--- src/rtl/fp_pkg.sv ---
// Shared constants, FSM states and the shift-planning rule for the FP normalizer.
package fp_pkg;

  localparam int unsigned MW   = 28;
  localparam int unsigned EW   = 8;
  localparam int unsigned STEP = 8;
  localparam int unsigned ZW   = $clog2(MW + 1);
  localparam int unsigned SAW  = $clog2(STEP + 1);

  typedef enum logic [1:0] {
    IDLE  = 2'd0,
    SHIFT = 2'd1,
    DONE  = 2'd2
  } state_t;

  typedef struct packed {
    logic [ZW-1:0] s;
    logic [EW-1:0] exp_out;
    logic          uflow;
    logic          zero;
  } shift_plan_t;

  // Shift amount and result exponent from the leading-zero count and biased exponent.
  // When the count would push the exponent below 1, shift only down to the denormal floor.
  function automatic shift_plan_t plan_shift(input logic [ZW-1:0] z, input logic [EW-1:0] e);
    int unsigned zi;
    int unsigned ei;
    shift_plan_t p;
    zi        = 32'(z);
    ei        = 32'(e);
    p.s       = '0;
    p.exp_out = '0;
    p.uflow   = 1'b0;
    p.zero    = 1'b0;
    if (zi >= MW) begin
      p.zero = 1'b1;
    end else if (zi < ei) begin
      p.s       = z;
      p.exp_out = EW'(ei - zi);
    end else begin
      p.s     = (ei == 0) ? '0 : ZW'(ei - 1);
      p.uflow = 1'b1;
    end
    return p;
  endfunction

endpackage

--- src/rtl/fp_lshift_step.sv ---
// One step of the iterative normalizer: left shift by 0..STEP bits, zero filled.
module fp_lshift_step
  import fp_pkg::*;
(
  input  logic [MW-1:0]  din,
  input  logic [SAW-1:0] amt,
  output logic [MW-1:0]  dout
);

  assign dout = din << amt;

endmodule

--- src/rtl/fp_normalizer.sv ---
// Iterative mantissa normalizer between the leading-zero counter and the rounding stage.
//   state | meaning
//   IDLE  | waiting for an operand, in_ready high
//   SHIFT | shifting mantissa up to STEP bits per cycle
//   DONE  | result presented, held until out_ready
module fp_normalizer
  import fp_pkg::*;
(
  input  logic          clk,
  input  logic          rst,
  input  logic          in_valid,
  output logic          in_ready,
  input  logic          in_sign,
  input  logic [MW-1:0] in_mant,
  input  logic [EW-1:0] in_exp,
  input  logic [ZW-1:0] in_zcount,
  output logic          out_valid,
  input  logic          out_ready,
  output logic          out_sign,
  output logic [MW-1:0] out_mant,
  output logic [EW-1:0] out_exp,
  output logic          out_zero,
  output logic          out_uflow
);

  localparam logic [ZW-1:0] STEP_Z = ZW'(STEP);

  state_t        state_q, state_d;
  logic [MW-1:0] mant_q, mant_d;
  logic [EW-1:0] exp_q, exp_d;
  logic [ZW-1:0] rem_q, rem_d;
  logic          sign_q, sign_d;
  logic          zero_q, zero_d;
  logic          uflow_q, uflow_d;

  shift_plan_t   plan;
  logic [SAW-1:0] step_amt;
  logic [MW-1:0]  mant_shifted;

  always_comb plan = plan_shift(in_zcount, in_exp);

  always_comb step_amt = (rem_q > STEP_Z) ? SAW'(STEP) : SAW'(rem_q);

  fp_lshift_step u_step (
    .din  (mant_q),
    .amt  (step_amt),
    .dout (mant_shifted)
  );

  always_comb begin
    state_d = state_q;
    mant_d  = mant_q;
    exp_d   = exp_q;
    rem_d   = rem_q;
    sign_d  = sign_q;
    zero_d  = zero_q;
    uflow_d = uflow_q;
    unique case (state_q)
      IDLE: begin
        if (in_valid) begin
          sign_d  = in_sign;
          mant_d  = plan.zero ? '0 : in_mant;
          exp_d   = plan.exp_out;
          zero_d  = plan.zero;
          uflow_d = plan.uflow;
          rem_d   = plan.s;
          state_d = (plan.s == '0) ? DONE : SHIFT;
        end
      end
      SHIFT: begin
        mant_d = mant_shifted;
        rem_d  = rem_q - ZW'(step_amt);
        if (rem_q <= STEP_Z) state_d = DONE;
      end
      DONE: begin
        if (out_ready) state_d = IDLE;
      end
      default: state_d = IDLE;
    endcase
  end

  always_ff @(posedge clk) begin
    if (rst) begin
      state_q <= IDLE;
      mant_q  <= '0;
      exp_q   <= '0;
      rem_q   <= '0;
      sign_q  <= 1'b0;
      zero_q  <= 1'b0;
      uflow_q <= 1'b0;
    end else begin
      state_q <= state_d;
      mant_q  <= mant_d;
      exp_q   <= exp_d;
      rem_q   <= rem_d;
      sign_q  <= sign_d;
      zero_q  <= zero_d;
      uflow_q <= uflow_d;
    end
  end

  assign in_ready  = (state_q == IDLE);
  assign out_valid = (state_q == DONE);
  assign out_sign  = sign_q;
  assign out_mant  = mant_q;
  assign out_exp   = exp_q;
  assign out_zero  = zero_q;
  assign out_uflow = uflow_q;

endmodule

--- config.mk ---
export PLATFORM = sky130hd
export DESIGN_NAME = fp_normalizer
export DESIGN_NICKNAME = d
export VERILOG_FILES = /design/src/rtl/fp_pkg.sv /design/src/rtl/fp_lshift_step.sv /design/src/rtl/fp_normalizer.sv
export SDC_FILE = /design/constraint.sdc
export NUM_CORES = 1
export LEC_CHECK = 0
export BUFFER_PORTS_ARGS = -buffer_cell sky130_fd_sc_hd__buf_2
export CAP_MARGIN = 20
export CORE_MARGIN = 1
export CORE_UTILIZATION = 55
export DETAILED_ROUTE_END_ITERATION = 12
export PLACE_DENSITY_LB_ADDON = 0.15
export SETUP_SLACK_MARGIN = 0.2
export SYNTH_ARGS = -nofsm -noshare
export SYNTH_HDL_FRONTEND = slang
export SYNTH_SLANG_ARGS = --single-unit
--- constraint.sdc ---
create_clock -name clk -period 2.7 [get_ports clk]
set_input_delay 0.54 -clock clk [delete_from_list [all_inputs] [get_ports clk]]
set_output_delay 0.54 -clock clk [all_outputs]
set_load 0.05 [all_outputs]
==> results.md <==
* Status: finished, violations left
* Failing checks: design-rule violations
* Largest net degree at the start of global routing at 37
* DRT iter0 DRCs at around 450
* Synth Warn # at 0
* Syn nets at about 540
* DIE AREA at 7054 µm²
* Max-cap violations at 0
* Post-CTS setup buffers at 0
* Row cnt at 29
* Clock-pin slew on the worst setup and hold paths at around 90 ps
* Multi-input logic area at around 2600 µm²
* CP Capture Type: register
* Antenna cells at 0
* Mapped Cells at about 480
* Wire length on met1 at about 5200 µm
* Met3 Wirelength at approximately 1300 µm
* Data arrival, critical path at 2550 ps
* Worst reg-to-reg path cell count at 6
* Total power at ~2500 µW
* Pwr per Cell Area at around 560 nW/µm²
* DR top layer: met4
* Top-area cell type share of the netlist area at between 20% and 30%
* Ys flop type: dfxtp_1
* R2R setup slack at approximately 350 ps
* Worst-Skew Late Latency at around 300 ps
* Total track usage at about a third
* Port Buf Inserts at between 80 and 90
* Starting density of the core at between 50% and 60%
* RSZ-0062 raised after global routing: false
* Period utilisation layout at between 80% and 90%
* CTS root buffer: clkbuf_8
* Worst r2r src: rem_q[4]$_SDFFE_PP0P_
* Crit path max fanout at 15
* Post-synthesis sequential area ratio at 24.91%
* Hold path depth at 2
* P&R area growth vs syn at 18.88%
* Sequential power share at between 30% and 40%
* DR DRC count at 14
* Largest cells by area after synthesis: dfxtp_1, mux2i_1, o21ai_0
* H-tree levels at 2
* Clock Path Buffers at 2
* Clock sink count at 46
* Chip height at between 80 and 90 µm
* TritonCTS clock tree: built
* Metal2 WL at approximately 5500 µm
* Initial antenna violation count at 0
* Pre-antenna DRT Iters at 9
* CTS Buf Count at 5
* Clock share of power at 21.3%
* Setup Crit Path Kind: reg -> reg
* Remaining antenna violation count at 0
* Post-synth EDFFs at 0
* Die width at 83.99 µm
* Startpoint types: register
* Fin crit period at around 2400 ps
* Ports at 87
* Internal Power at roughly 1400 µW
* Post-Place Worst Slack at around 6.3 ps
* DR WL/cell at about 19 µm
* Pleak at 0.001979 µW
* Combinational share of power at 44.1%
* Sequential cell area at between 900 and 1000 µm²
* Synth cell types at between 60 and 70
* Vias after detailed routing at between 4,000 and 5,000
* Cells after DPL at around 640
* Final WS setup at between 300 and 400 ps
* Routability cong. at approximately 0.96
* Setup Skew at 5.132 ps
* Psw at between 1000 and 1500 µW
* Placeable Area at approximately 6400 µm²
* Post-Syn Area at roughly 3700 µm²
* Worst hold path type: reg -> reg
* Via density at between 6 and 7
* Max Fclk at 424.7 MHz
* VDD IR max at around 0.28 mV
* Reg2Reg Capture Point: out_mant[17]$_SDFFE_PP0P_
* Async set or reset register ratio after synthesis at 0%
* Hold EP: out_exp[7]$_SDFFE_PP0P_
* Grt total ovfl at 0
* Setup_tns at 0 ps
* Layout cells sized above 1 at about a quarter
* Hold Path Origin: out_exp[7]$_SDFFE_PP0P_
* Sw Ratio at between 40 and 50%
* Vias in the first global route at between 3,000 and 4,000
* Final core occ at between 60% and 70%
* Required time worst endpoint at a little under 3000 ps
* Nets at around 620
* Filler cells at 568
* DP HPWL at 8929 µm
* Setup violations, final at 0
* Area leader, netlist: dfxtp_1
* First-pass GRT wire length at between 15,000 and 20,000 µm
* Max Slew Vio Count at 0
* Final Non-Filler Cells at approximately 650
* Relative slew slack at 44.73%
* Register bit total from synthesis at 46
* Syn Area/Cell at approximately 7.6 µm²
* Fin. Hold Viols at 0
* Post-Route WL at roughly 12,000 µm
* Worst slew pin tran at ~830 ps
## power groups by stage
stage               registers, µW  clock network (µW)  logic, µW
floorplan                    1060                   0        570
global placement              867                   0       1050
detailed placement            869                   0       1070
CTS                           854                 535       1070
global route                  866                 564       1160
finish                        859                 529       1090
## cell type report
class                           count  share of cell area (%)
Inverter                           12                   1.025
Tap cell                           77                   2.192
Multi-Input combinational cell    390                   58.38
Timing Repair Buffer              114                   14.86
Sequential cell                    46                   20.95
Clock buffer                        5                   1.566
Clock inverter                      3                   1.025
## state kept, by name, indices dropped and copies added (netlist names)
name,cells
out_mant,28
out_exp,8
rem_q,5
state_q,2
out_sign,1
out_uflow,1
out_zero,1
## kinds of logic after synthesis
group	after synthesis	synth area share, %
AOI/OAI and AO/OA	164	30.32
and+or+nand+nor	164	21.22
muxes	49	13.67
buffers and inverters	48	5.922
DFF	46	24.91
adders and majority gates	8	2.910
xor gates and xnor gates	4	0.9477
other	1	0.1014
## what timing repair did
action	CTS	global route
resized for setup	0	1
hold buffers	0	0
setup endpoints to repair	0	1
## worst max-delay path by stage
stage | from | endpoint | slack, ps | depth (start not counted)
floorplan | in_exp[0] | state_q[0]$_SDFFE_PP0P_ | 380 | 10
global placement | in_exp[0] | rem_q[1]$_SDFFE_PP0P_ | 100 | 11
detailed placement | in_exp[0] | rem_q[3]$_SDFFE_PP0P_ | 6 | 11
CTS | in_exp[0] | rem_q[3]$_SDFFE_PP0P_ | 330 | 11
global route | rem_q[4]$_SDFFE_PP0P_ | out_mant[17]$_SDFFE_PP0P_ | 210 | 6
finish | rem_q[4]$_SDFFE_PP0P_ | out_mant[17]$_SDFFE_PP0P_ | 350 | 6
## cells in the mapped netlist, types with 3 or more instances
| library cell | count |
|---|---|
| nor3_1 | 15 |
| xnor2_1 | 3 |
| and2_1 | 4 |
| a22oi_1 | 15 |
| nor2_1 | 47 |
| nand3_1 | 12 |
| a21oi_1 | 22 |
| o211ai_1 | 5 |
| inv_1 | 12 |
| clkbuf_1 | 18 |
| o21ai_0 | 45 |
| ha_1 | 7 |
| a211oi_1 | 8 |
| a221o_1 | 4 |
| mux2i_1 | 46 |
| o41ai_1 | 3 |
| nand2_1 | 51 |
| a31oi_1 | 5 |
| a221oi_1 | 22 |
| o32ai_1 | 4 |
| o31ai_1 | 3 |
| a21o_1 | 3 |
| nand4_1 | 3 |
| buf_2 | 13 |
| o22ai_1 | 5 |
| and3_1 | 6 |
| nor2b_1 | 6 |
| dfxtp_1 | 46 |
## placed cells by master (no fill, tap or decap), drive strengths merged, types with 3 or more instances in the layout
cell type	netlist	final
a211oi	8	8
a21o	3	3
a21oi	22	22
a221o	4	4
a221oi	22	22
a22oi	15	15
a31oi	5	5
and2	5	5
and3	6	6
buf	18	114
clkbuf	18	5
dfxtp	46	46
ha	7	7
inv	12	12
mux2i	46	46
nand2	51	51
nand3	12	12
nand4	3	3
nor2	48	48
nor2b	6	6
nor3	16	16
o211ai	5	5
o21ai	47	47
o22ai	5	5
o31ai	3	3
o32ai	4	4
o41ai	3	3
or3b	4	4
xnor2	3	3
## critical path: stages, from the launching register on
cell,delay [ps]
dfxtp_1,450
or3b_1,700
buf_4,340
mux2i_1,310
mux2i_1,130
a22oi_1,210
o21ai_0,100
## per-stage QoR
stage	instance area, µm²	hold WS [ps]
after global placement	4277	443.0
after detailed placement	4277	453.2
after CTS	4390	467.4
final	4395	467.6
after global routing	4395	499.5
after floorplan	3697	566.9
## layer usage
| layer | global-route usage (%) | up-vias |
|---|---|---|
| li1 | - | 1993 |
| met1 | 49.30 | 1989 |
| met2 | 52.31 | 286 |
| met3 | 5.045 | 26 |
| met4 | 11.91 | 0 |
| met5 | 0 | - |
Note: power is estimated with default switching activity, not from simulation.
